--- src/rtl/meter_display.sv ---
// Parking-meter display stage: sequential double-dabble BCD conversion, 4-digit
// multiplexed active-low 7-segment drive and low-time blink. Option: LEADING_ZERO_BLANK_EN.
module meter_display #(
    parameter int WIDTH        = 14,
    parameter int MAX_COUNT    = 9999,
    parameter int FLASH_THRESH = 200,
    parameter int REFRESH_DIV  = 100000,
    parameter int FLASH_HALF   = 50000000
) (
    input  logic             clk,
    input  logic             reset,
    input  logic [WIDTH-1:0] count_in,
    output logic [15:0]      bcd_out,
    output logic             busy,
    output logic [3:0]       an,
    output logic [6:0]       seg
);

    localparam int RW = (REFRESH_DIV > 1) ? $clog2(REFRESH_DIV) : 1;
    localparam int FW = (FLASH_HALF > 1) ? $clog2(FLASH_HALF) : 1;
    localparam int CW = $clog2(WIDTH + 1);
    localparam logic [WIDTH-1:0] MAX_VAL      = WIDTH'(MAX_COUNT);
    localparam logic [RW-1:0]    REFRESH_LAST = RW'(REFRESH_DIV - 1);
    localparam logic [FW-1:0]    FLASH_LAST   = FW'(FLASH_HALF - 1);
    localparam logic [CW-1:0]    SHIFT_LAST   = CW'(WIDTH - 1);
    localparam logic [31:0]      THRESH_VAL   = 32'(FLASH_THRESH);

    typedef enum logic [1:0] {
        IDLE  = 2'd0,
        SHIFT = 2'd1,
        DONE  = 2'd2
    } state_t;

    state_t           state_r, state_s;
    logic [WIDTH-1:0] last_val_r;
    logic             last_valid_r;
    logic [WIDTH-1:0] operand_r;
    logic [WIDTH-1:0] conv_val_r;
    logic [WIDTH-1:0] bin_val_r;
    logic [15:0]      scratch_r;
    logic [15:0]      adjusted_s;
    logic [CW-1:0]    bit_cnt_r;
    logic [RW-1:0]    refresh_cnt_r;
    logic [FW-1:0]    flash_cnt_r;
    logic [1:0]       digit_idx_r;
    logic             blink_on_r;
    logic             start_s;
    logic [WIDTH-1:0] cap_s;
    logic [3:0]       digit_s;
    logic             flash_s;
    logic             blank_s;
    logic [3:0]       an_s;
    logic [6:0]       seg_s;

    function automatic logic [15:0] dabble_adjust(input logic [15:0] s);
        logic [15:0] r;
        for (int i = 0; i < 4; i++) begin
            if (s[i*4 +: 4] >= 4'd5) r[i*4 +: 4] = s[i*4 +: 4] + 4'd3;
            else                     r[i*4 +: 4] = s[i*4 +: 4];
        end
        return r;
    endfunction

    function automatic logic [6:0] seg_decode(input logic [3:0] d);
        case (d)
            4'd0:    return 7'b1000000;
            4'd1:    return 7'b1111001;
            4'd2:    return 7'b0100100;
            4'd3:    return 7'b0110000;
            4'd4:    return 7'b0011001;
            4'd5:    return 7'b0010010;
            4'd6:    return 7'b0000010;
            4'd7:    return 7'b1111000;
            4'd8:    return 7'b0000000;
            4'd9:    return 7'b0010000;
            default: return 7'b1111111;
        endcase
    endfunction

    assign start_s    = (state_r == IDLE) && (!last_valid_r || (count_in != last_val_r));
    assign cap_s      = (count_in > MAX_VAL) ? MAX_VAL : count_in;
    assign adjusted_s = dabble_adjust(scratch_r);

    // Conversion FSM state register
    always_ff @(posedge clk or posedge reset) begin
        if (reset) state_r <= IDLE;
        else       state_r <= state_s;
    end

    // Conversion FSM next-state logic
    always_comb begin
        state_s = state_r;
        case (state_r)
            IDLE:    if (start_s) state_s = SHIFT; else state_s = IDLE;
            SHIFT:   if (bit_cnt_r == SHIFT_LAST) state_s = DONE; else state_s = SHIFT;
            DONE:    state_s = IDLE;
            default: state_s = IDLE;
        endcase
    end

    // Conversion datapath; bcd_out and its binary twin only change in DONE
    always_ff @(posedge clk or posedge reset) begin
        if (reset) begin
            last_val_r   <= '0;
            last_valid_r <= 1'b0;
            operand_r    <= '0;
            conv_val_r   <= '0;
            bin_val_r    <= '0;
            scratch_r    <= 16'd0;
            bit_cnt_r    <= '0;
            bcd_out      <= 16'd0;
            busy         <= 1'b0;
        end else begin
            case (state_r)
                IDLE: begin
                    if (start_s) begin
                        operand_r    <= cap_s;
                        conv_val_r   <= cap_s;
                        last_val_r   <= count_in;
                        last_valid_r <= 1'b1;
                        scratch_r    <= 16'd0;
                        bit_cnt_r    <= '0;
                        busy         <= 1'b1;
                    end
                end
                SHIFT: begin
                    scratch_r <= {adjusted_s[14:0], operand_r[WIDTH-1]};
                    operand_r <= {operand_r[WIDTH-2:0], 1'b0};
                    bit_cnt_r <= bit_cnt_r + CW'(1);
                end
                DONE: begin
                    bcd_out   <= scratch_r;
                    bin_val_r <= conv_val_r;
                    busy      <= 1'b0;
                end
                default: ;
            endcase
        end
    end

    // Digit refresh and free-running blink timebases
    always_ff @(posedge clk or posedge reset) begin
        if (reset) begin
            refresh_cnt_r <= '0;
            digit_idx_r   <= 2'd0;
            flash_cnt_r   <= '0;
            blink_on_r    <= 1'b1;
        end else begin
            if (refresh_cnt_r == REFRESH_LAST) begin
                refresh_cnt_r <= '0;
                digit_idx_r   <= digit_idx_r + 2'd1;
            end else begin
                refresh_cnt_r <= refresh_cnt_r + RW'(1);
            end
            if (flash_cnt_r == FLASH_LAST) begin
                flash_cnt_r <= '0;
                blink_on_r  <= ~blink_on_r;
            end else begin
                flash_cnt_r <= flash_cnt_r + FW'(1);
            end
        end
    end

    // Digit select, blanking and segment decode
    always_comb begin
        digit_s = bcd_out[3:0];
        blank_s = 1'b0;
        case (digit_idx_r)
            2'd0:    digit_s = bcd_out[3:0];
            2'd1:    digit_s = bcd_out[7:4];
            2'd2:    digit_s = bcd_out[11:8];
            2'd3:    digit_s = bcd_out[15:12];
            default: digit_s = bcd_out[3:0];
        endcase
`ifdef LEADING_ZERO_BLANK_EN
        case (digit_idx_r)
            2'd1:    blank_s = (bcd_out[15:4] == 12'd0);
            2'd2:    blank_s = (bcd_out[15:8] == 8'd0);
            2'd3:    blank_s = (bcd_out[15:12] == 4'd0);
            default: blank_s = 1'b0;
        endcase
`else
        blank_s = 1'b0;
`endif
        flash_s = (32'(bin_val_r) < THRESH_VAL) && !blink_on_r;
        if (flash_s || blank_s) an_s = 4'b1111;
        else                    an_s = ~(4'b0001 << digit_idx_r);
        seg_s = seg_decode(digit_s);
    end

    // Registered display drive
    always_ff @(posedge clk or posedge reset) begin
        if (reset) begin
            an  <= 4'b1111;
            seg <= 7'b1111111;
        end else begin
            an  <= an_s;
            seg <= seg_s;
        end
    end

endmodule

--- config.mk ---
export PLATFORM = sky130hd
export DESIGN_NAME = meter_display
export DESIGN_NICKNAME = d
export VERILOG_FILES = /design/src/rtl/meter_display.sv
export SDC_FILE = /design/constraint.sdc
export NUM_CORES = 1
export LEC_CHECK = 0
export ABC_AREA = 1
export ABC_CLOCK_PERIOD_IN_PS = 12650
export BUFFER_PORTS_ARGS = -buffer_cell sky130_fd_sc_hd__buf_2
export CAP_MARGIN = 20
export CORE_MARGIN = 2
export CORE_UTILIZATION = 65
export DETAILED_ROUTE_END_ITERATION = 8
export PLACE_DENSITY = 0.91
export REMOVE_ABC_BUFFERS = 1
export SYNTH_ARGS = -nofsm -noshare
export SYNTH_HDL_FRONTEND = slang
export SYNTH_SLANG_ARGS = --single-unit
--- constraint.sdc ---
create_clock -name clk -period 12.65 [get_ports clk]
set_input_delay 0.6325 -clock clk [delete_from_list [all_inputs] [get_ports clk]]
set_output_delay 0.6325 -clock clk [all_outputs]
set_load 0.1 [all_outputs]
==> results.py, run 1 <==
metrics = {
    "status": {
        "outcome": "completed",
    },
    "worst_setup_path": {
        "reg2reg_depth": 12,
        "crit_path_frequent_cell": "nand2_1",
        "critical_path.max_stage_delay_ns": 0.52,
        "critPathTopFamily": "simple AND/OR/NAND/NOR gates",
        "worstSetupPathType": "flop to flop",
        "path_cells": "inv_1 -> nand2_1 -> nand2_1 -> nor2_1 -> nand2_1 -> nor2_2 -> nand2_2 -> nand2_2 -> buf_4 -> nand2_1 -> nand2_1 -> nand2_1",
        "worst-path-buf-inv": 2,
        "endpoint_kind": "flop",
        "crit_slowest_cell": "buf_4",
        "cp-start-kind": "flop",
        "worstPathRequired_ns": 12.97,
        "critical_path_depth": 12,
        "arrival_ns": 3.03,
        "crit_fanout": 52,
    },
    "clock_tree": {
        "insertion_delay_ns": 0.43,
        "cts_hold_buf": 0,
        "htreeDepth": 4,
        "postCtsSetupBuffers": 0,
        "clockBufferDepth": 2,
        "numCtsBuffers": 17,
        "cts_tree": "yes",
        "post_cts_resized": 0,
        "root_buffer": "clkbuf_16",
        "cts.sinks": 147,
        "clk_pin_slew_ns": 0.06,
    },
    "sta": {
        "slew_violations": 0,
        "final.setup_skew_ns": 0.008540,
        "fmax_mhz": 368.9,
        "tns_ns": 0,
        "rsz0062_at_grt": "false",
        "fin_crit_ns": 2.710,
        "finalHoldViolCount": 0,
        "setup_viol": 0,
        "slew_headroom_pct": 43.57,
        "tightestPinTransition_ns": 0.8433,
        "fin_crit_sh_pct": 21.43,
    },
    "placed_design": {
        "dp_hpwl_mm": 10.80,
        "place_inst": 1107,
        "gp_congestion": 0.9116,
        "port_buffers": 43,
        "dpl_cell_area_sq_um": 7697,
    },
    "logic_synthesis": {
        "synth-compound-area-share_pct": 7.041,
        "synthTopCellsByArea": "dfrtp_1, nand2_1, inv_1",
        "synth_flop_cell": "dfrtp_1",
        "avgSynthCellArea_sq_um": 7.886,
        "synthAdderAreaFrac_pct": 3.369,
        "synth_top_area_cell": "dfrtp_1",
        "yosys_warnings": 0,
        "yosysTopAreaCellShare_pct": 45.48,
        "syn_area_sq_um": 7428,
        "synth-simple-area-share_pct": 28.16,
        "synth.mux.area_fraction_pct": 0,
        "syn-instance-count": 942,
        "synth_edf_count": 0,
        "seq_area_frac_synth_pct": 49.72,
        "synth_xor_xnor_area_share_pct": 3.891,
        "ys_seq_elements": 147,
        "synth_top_family_by_area": "simple AND/OR/NAND/NOR gates",
        "async_reset_ff_share_pct": 100.0,
        "synth.distinct_cells": 31,
        "synthTopCellsByCount": "nand2_1, dfrtp_1, inv_1",
        "yosysMostFrequentCell": "nand2_1",
    },
    "global_routing": {
        "grt_pass1_wl_mm": 27.99,
        "grt-ovfl-total": 0,
        "grt_pass1_vias": 6141,
        "grt_start_max_net_pins": 82,
        "antenna_found_initial": 0,
        "grt.total_usage_pct": 28.32,
    },
    "floorplan": {
        "fp.dieW_microns": 110.9,
        "start_util_pct": 65.90,
        "io_pins": 44,
        "die_area_sq_um": 12300,
        "coreArea_sq_um": 11270,
        "die_h_microns": 110.9,
        "num_rows": 39,
    },
    "flow_run": {
        "drv_cap": 0,
    },
    "power": {
        "total_leakage_power_nw": 4.399,
        "irDropWorstVdd_uv": 207.0,
        "powerDensity_nw_per_um2": 245.9,
        "total_power_w": 0.002061,
    },
    "final_layout": {
        "final-seq-area_sq_um": 3694,
        "fillers": 799,
        "fin_nets": 1021,
        "area_delta_synth_final_pct": 12.78,
        "multiInputGateArea_sq_um": 3154,
        "stdcell_area_sq_um": 8378,
        "final_cells": 1141,
        "num_antenna_cells": 0,
        "drive_above_1_share_pct": 10.42,
    },
    "route": {
        "first_pass_iters": 5,
        "via_per_inst": 5.578,
        "drc": 0,
        "wl_mm": 16.59,
        "wl_per_cell_microns": 14.54,
        "route.vias.total": 6364,
        "drtIter0Drc": 534,
        "ant_nets": 0,
    },
    "min_path": {
        "worstHoldPathType": "input port to async pin",
    },
}
[metrics by stage]
step	utilization, %	hold WS [ns]	worst slack (ns)
after floorplan	-	0.4319	8.086
after global placement	68.29	0.4511	9.700
after detailed placement	68.29	0.4553	9.634
after CTS	73.84	0.2939	9.980
after global routing	74.33	0.3250	9.650
final	74.33	0.2659	9.940
[placed cells by master (no fill, tap or decap), types with 17 or more instances in the layout]
cell / n
buf_2: 43
nor2_1: 81
nand2_1: 306
xor2_1: 23
a21oi_1: 19
nand4_1: 17
nand3_1: 75
dfrtp_1: 135
clkbuf_16: 17
ha_1: 20
inv_1: 109
o21ai_0: 62
[final timing paths]
path                             startpoint               end  slack (ns)
max                          last_val_r[13]      operand_r[5]        9.94
min                                   reset    flash_cnt_r[5]        0.27
max reg2reg                  last_val_r[13]      operand_r[5]        9.94
min reg2reg                refresh_cnt_r[0]  refresh_cnt_r[0]        0.47
max in group asynchronous             reset        bcd_out[8]       11.41
min in group clk           refresh_cnt_r[0]  refresh_cnt_r[0]        0.47
[report_power, final]
| part | switching, W | total [W] | leakage, nW | internal (W) |
|---|---|---|---|---|
| sequential | 0.000106 | 0.000729 | 1.83 | 0.000623 |
| clock | 0.000193 | 0.000528 | 0.302 | 0.000336 |
| combinational | 0.000615 | 0.000803 | 2.27 | 0.000189 |
| total | 0.000913 | 0.00206 | 4.40 | 0.00115 |
[routing by layer]
metal / vias to the layer above / GRT usage (%) / routed length (microns)
li1: 3070 / - / -
met1: 3045 / 35.05 / 6988
met2: 186 / 47.28 / 8344
met3: 63 / 6.725 / 685
met4: 0 / 13.25 / 570
met5: - / 0 / 0
[layout make-up]
class | instances | share of cell area, %
inverters | 114 | 5.167
flip-flops and latches | 147 | 44.09
repair buffers | 48 | 3.495
well taps | 143 | 2.136
multi-input cells | 657 | 37.65
clock buffers | 24 | 5.989
clock inverters | 8 | 1.478
[logic make-up after synthesis]
group / Yosys count
xor gates and xnor gates: 33
buffers and inverters: 138
adders and majority gates: 20
DFF: 147
AOI/OAI and AO/OA: 99
and+or+nand+nor: 505
[state kept, by name, summed over array words and instances (netlist names)]
signal	cells
last_val_r	14
blink_on_r	1
bit_cnt_r	4
state_r	2
busy	1
scratch_r	16
conv_val_r	11
operand_r	14
refresh_cnt_r	17
last_valid_r	1
bin_val_r	11
bcd_out	16
an	4
seg	7
digit_idx_r	2
flash_cnt_r	26
Power figures use the tool's default switching activity.
==> run 2, diff against run 1 <==
ABC_CLOCK_PERIOD_IN_PS = 2400   (was 12650)
CORE_UTILIZATION = 55   (was 65)
PLACE_DENSITY = 0.83   (was 0.91)
clock period = 2.4 ns   (was 12.65 ns; I/O delays follow)
==> results.py, run 2 (synthesis results as in run 1) <==
metrics = {
    "route": {
        "via_per_inst": 5.212,
        "ant_nets": 0,
        "wl_per_cell_microns": 12.93,
        "route.vias.total": 6197,
        "wl_mm": 15.38,
        "first_pass_iters": 5,
        "drtIter0Drc": 602,
        "drc": 0,
    },
    "global_routing": {
        "antenna_found_initial": 0,
        "grt.total_usage_pct": 22.88,
        "grt-ovfl-total": 0,
        "grt_pass1_vias": 5815,
        "grt_pass1_wl_mm": 26.44,
        "grt_start_max_net_pins": 66,
    },
    "placed_design": {
        "gp_congestion": 0.9906,
        "port_buffers": 43,
        "dp_hpwl_mm": 10.32,
        "dpl_cell_area_sq_um": 7806,
    },
    "sta": {
        "tightestPinTransition_ns": 0.7936,
        "finalHoldViolCount": 0,
        "rsz0062_at_grt": "false",
        "fmax_mhz": 538.4,
        "setup_viol": 0,
        "final.setup_skew_ns": 0.006550,
        "tns_ns": 0,
        "fin_crit_ns": 1.857,
        "slew_headroom_pct": 46.76,
        "fin_crit_sh_pct": 77.39,
        "slew_violations": 0,
    },
    "worst_setup_path": {
        "endpoint_kind": "flop",
        "worstPathRequired_ns": 2.76,
        "crit_path_frequent_cell": "inv_1",
        "arrival_ns": 2.22,
        "path_cells": "inv_1 -> ha_1 -> inv_1 -> nand2_1 -> o22ai_1 -> inv_1 -> ha_1 -> inv_1 -> nor2_1 -> o21ai_0 -> nand2_1",
        "critical_path.max_stage_delay_ns": 0.37,
        "cp-start-kind": "flop",
        "crit_fanout": 7,
        "crit_slowest_cell": "dfrtp_1",
        "worstSetupPathType": "flop to flop",
    },
    "final_layout": {
        "mostFrequentLayoutCell": "nand2_1",
        "top_register": "flash_cnt_r",
        "num_antenna_cells": 0,
        "multiInputGateArea_sq_um": 3157,
        "layout_common_cells": "nand2_1, dfrtp_1, inv_1",
        "fin_nets": 1036,
        "reg_top3": "flash_cnt_r: 26 flops, refresh_cnt_r: 17 flops",
        "area_delta_synth_final_pct": 14.72,
        "largest_reg_flops": 26,
        "drive_above_1_share_pct": 11.15,
        "fillers": 1088,
        "final-seq-area_sq_um": 3694,
        "stdcell_area_sq_um": 8522,
    },
    "power": {
        "pwr-share-seq_pct": 35.9,
        "p_sw_w": 0.004802,
        "irDropWorstVdd_uv": 897.8,
        "combPwrFrac_pct": 39.0,
        "p_int_w": 0.005881,
        "swShare_pct": 44.95,
        "total_leakage_power_nw": 4.442,
        "pwr-share-clk_pct": 25.1,
        "powerDensity_nw_per_um2": 1254,
    },
    "flow_run": {
        "drv_cap": 0,
    },
    "floorplan": {
        "num_rows": 42,
        "die_area_sq_um": 14450,
        "coreArea_sq_um": 13190,
        "die_h_microns": 120.2,
        "io_pins": 44,
        "start_util_pct": 56.32,
        "fp.dieW_microns": 120.2,
    },
    "clock_tree": {
        "htreeDepth": 4,
        "clk_pin_slew_ns": 0.07,
        "numCtsBuffers": 17,
        "root_buffer": "clkbuf_16",
        "post_cts_resized": 0,
        "clockBufferDepth": 2,
        "insertion_delay_ns": 0.43,
        "cts_tree": "yes",
        "cts.sinks": 147,
    },
    "status": {
        "outcome": "completed",
    },
    "min_path": {
        "worstHoldPathType": "input port to flop",
    },
}
## run 2: per-layer routing
layer	vias up	routed length, microns	global-route usage (%)
met3	33	565	6.604
met4	0	325	7.413
met2	133	7592	37.78
met1	2926	6894	29.25
li1	3105	-	-
met5	-	0	0
## run 2: final timing paths
path | startpoint | endpoint | slack, ns | depth (start not counted)
max | digit_idx_r[0] | seg[5] | 0.54 | 11
min | count_in[9] | last_val_r[9] | 0.02 | 3
max reg2reg | digit_idx_r[0] | seg[5] | 0.54 | 11
min reg2reg | bin_val_r[3] | bin_val_r[3] | 0.47 | 2
max in group asynchronous | reset | seg[3] | 1.32 | 4
min in group asynchronous | reset | last_val_r[7] | 0.31 | 3
## run 2: worst max-delay path, delay by kind of cell, from the launching register on
| family | cells | cell delay (ns) |
|---|---|---|
| and+or+nand+nor | 3 | 0.20 |
| AOI/OAI and AO/OA | 2 | 0.34 |
| adders and majority gates | 2 | 0.45 |
| buffers and inverters | 4 | 0.44 |
| DFF | 1 | 0.37 |
## run 2: area by class of cell
type	count	share of cell area [%]
flip-flops and latches	147	43.34
multi-input cells	657	37.04
inverters	114	5.080
clock buffers	17	4.992
repair buffers	63	4.933
well taps	176	2.584
clock inverters	15	2.026
## run 2: metrics by stage
stage                     hold slack, ns  worst slack (ns)  total power [W]  utilization [%]  cells
after floorplan                   0.2677            -1.651         0.007084                -    918
after global placement            0.2486            0.6290         0.007865            59.18   1147
after detailed placement          0.2442            0.5327         0.007978            59.18   1147
after CTS                       0.004593            0.5346          0.01072            64.40   1188
after global routing             0.03297            0.3542          0.01140            64.61   1189
final                            0.01940            0.5427          0.01068            64.61   1189
## run 2: power groups by stage
stage                     combinational (W)  clock [W]  sequential (W)
after floorplan                     0.00192          0         0.00516
after global placement              0.00404          0         0.00383
after detailed placement            0.00413          0         0.00385
after CTS                           0.00418    0.00272         0.00382
after global routing                0.00465    0.00282         0.00393
final                               0.00417    0.00268         0.00383
## run 2: what timing repair did
| item | CTS | global route |
|---|---|---|
| hold buffers | 9 | 0 |
| hold endpoints to repair | 70 | 0 |
| buffers inserted | 0 | 0 |
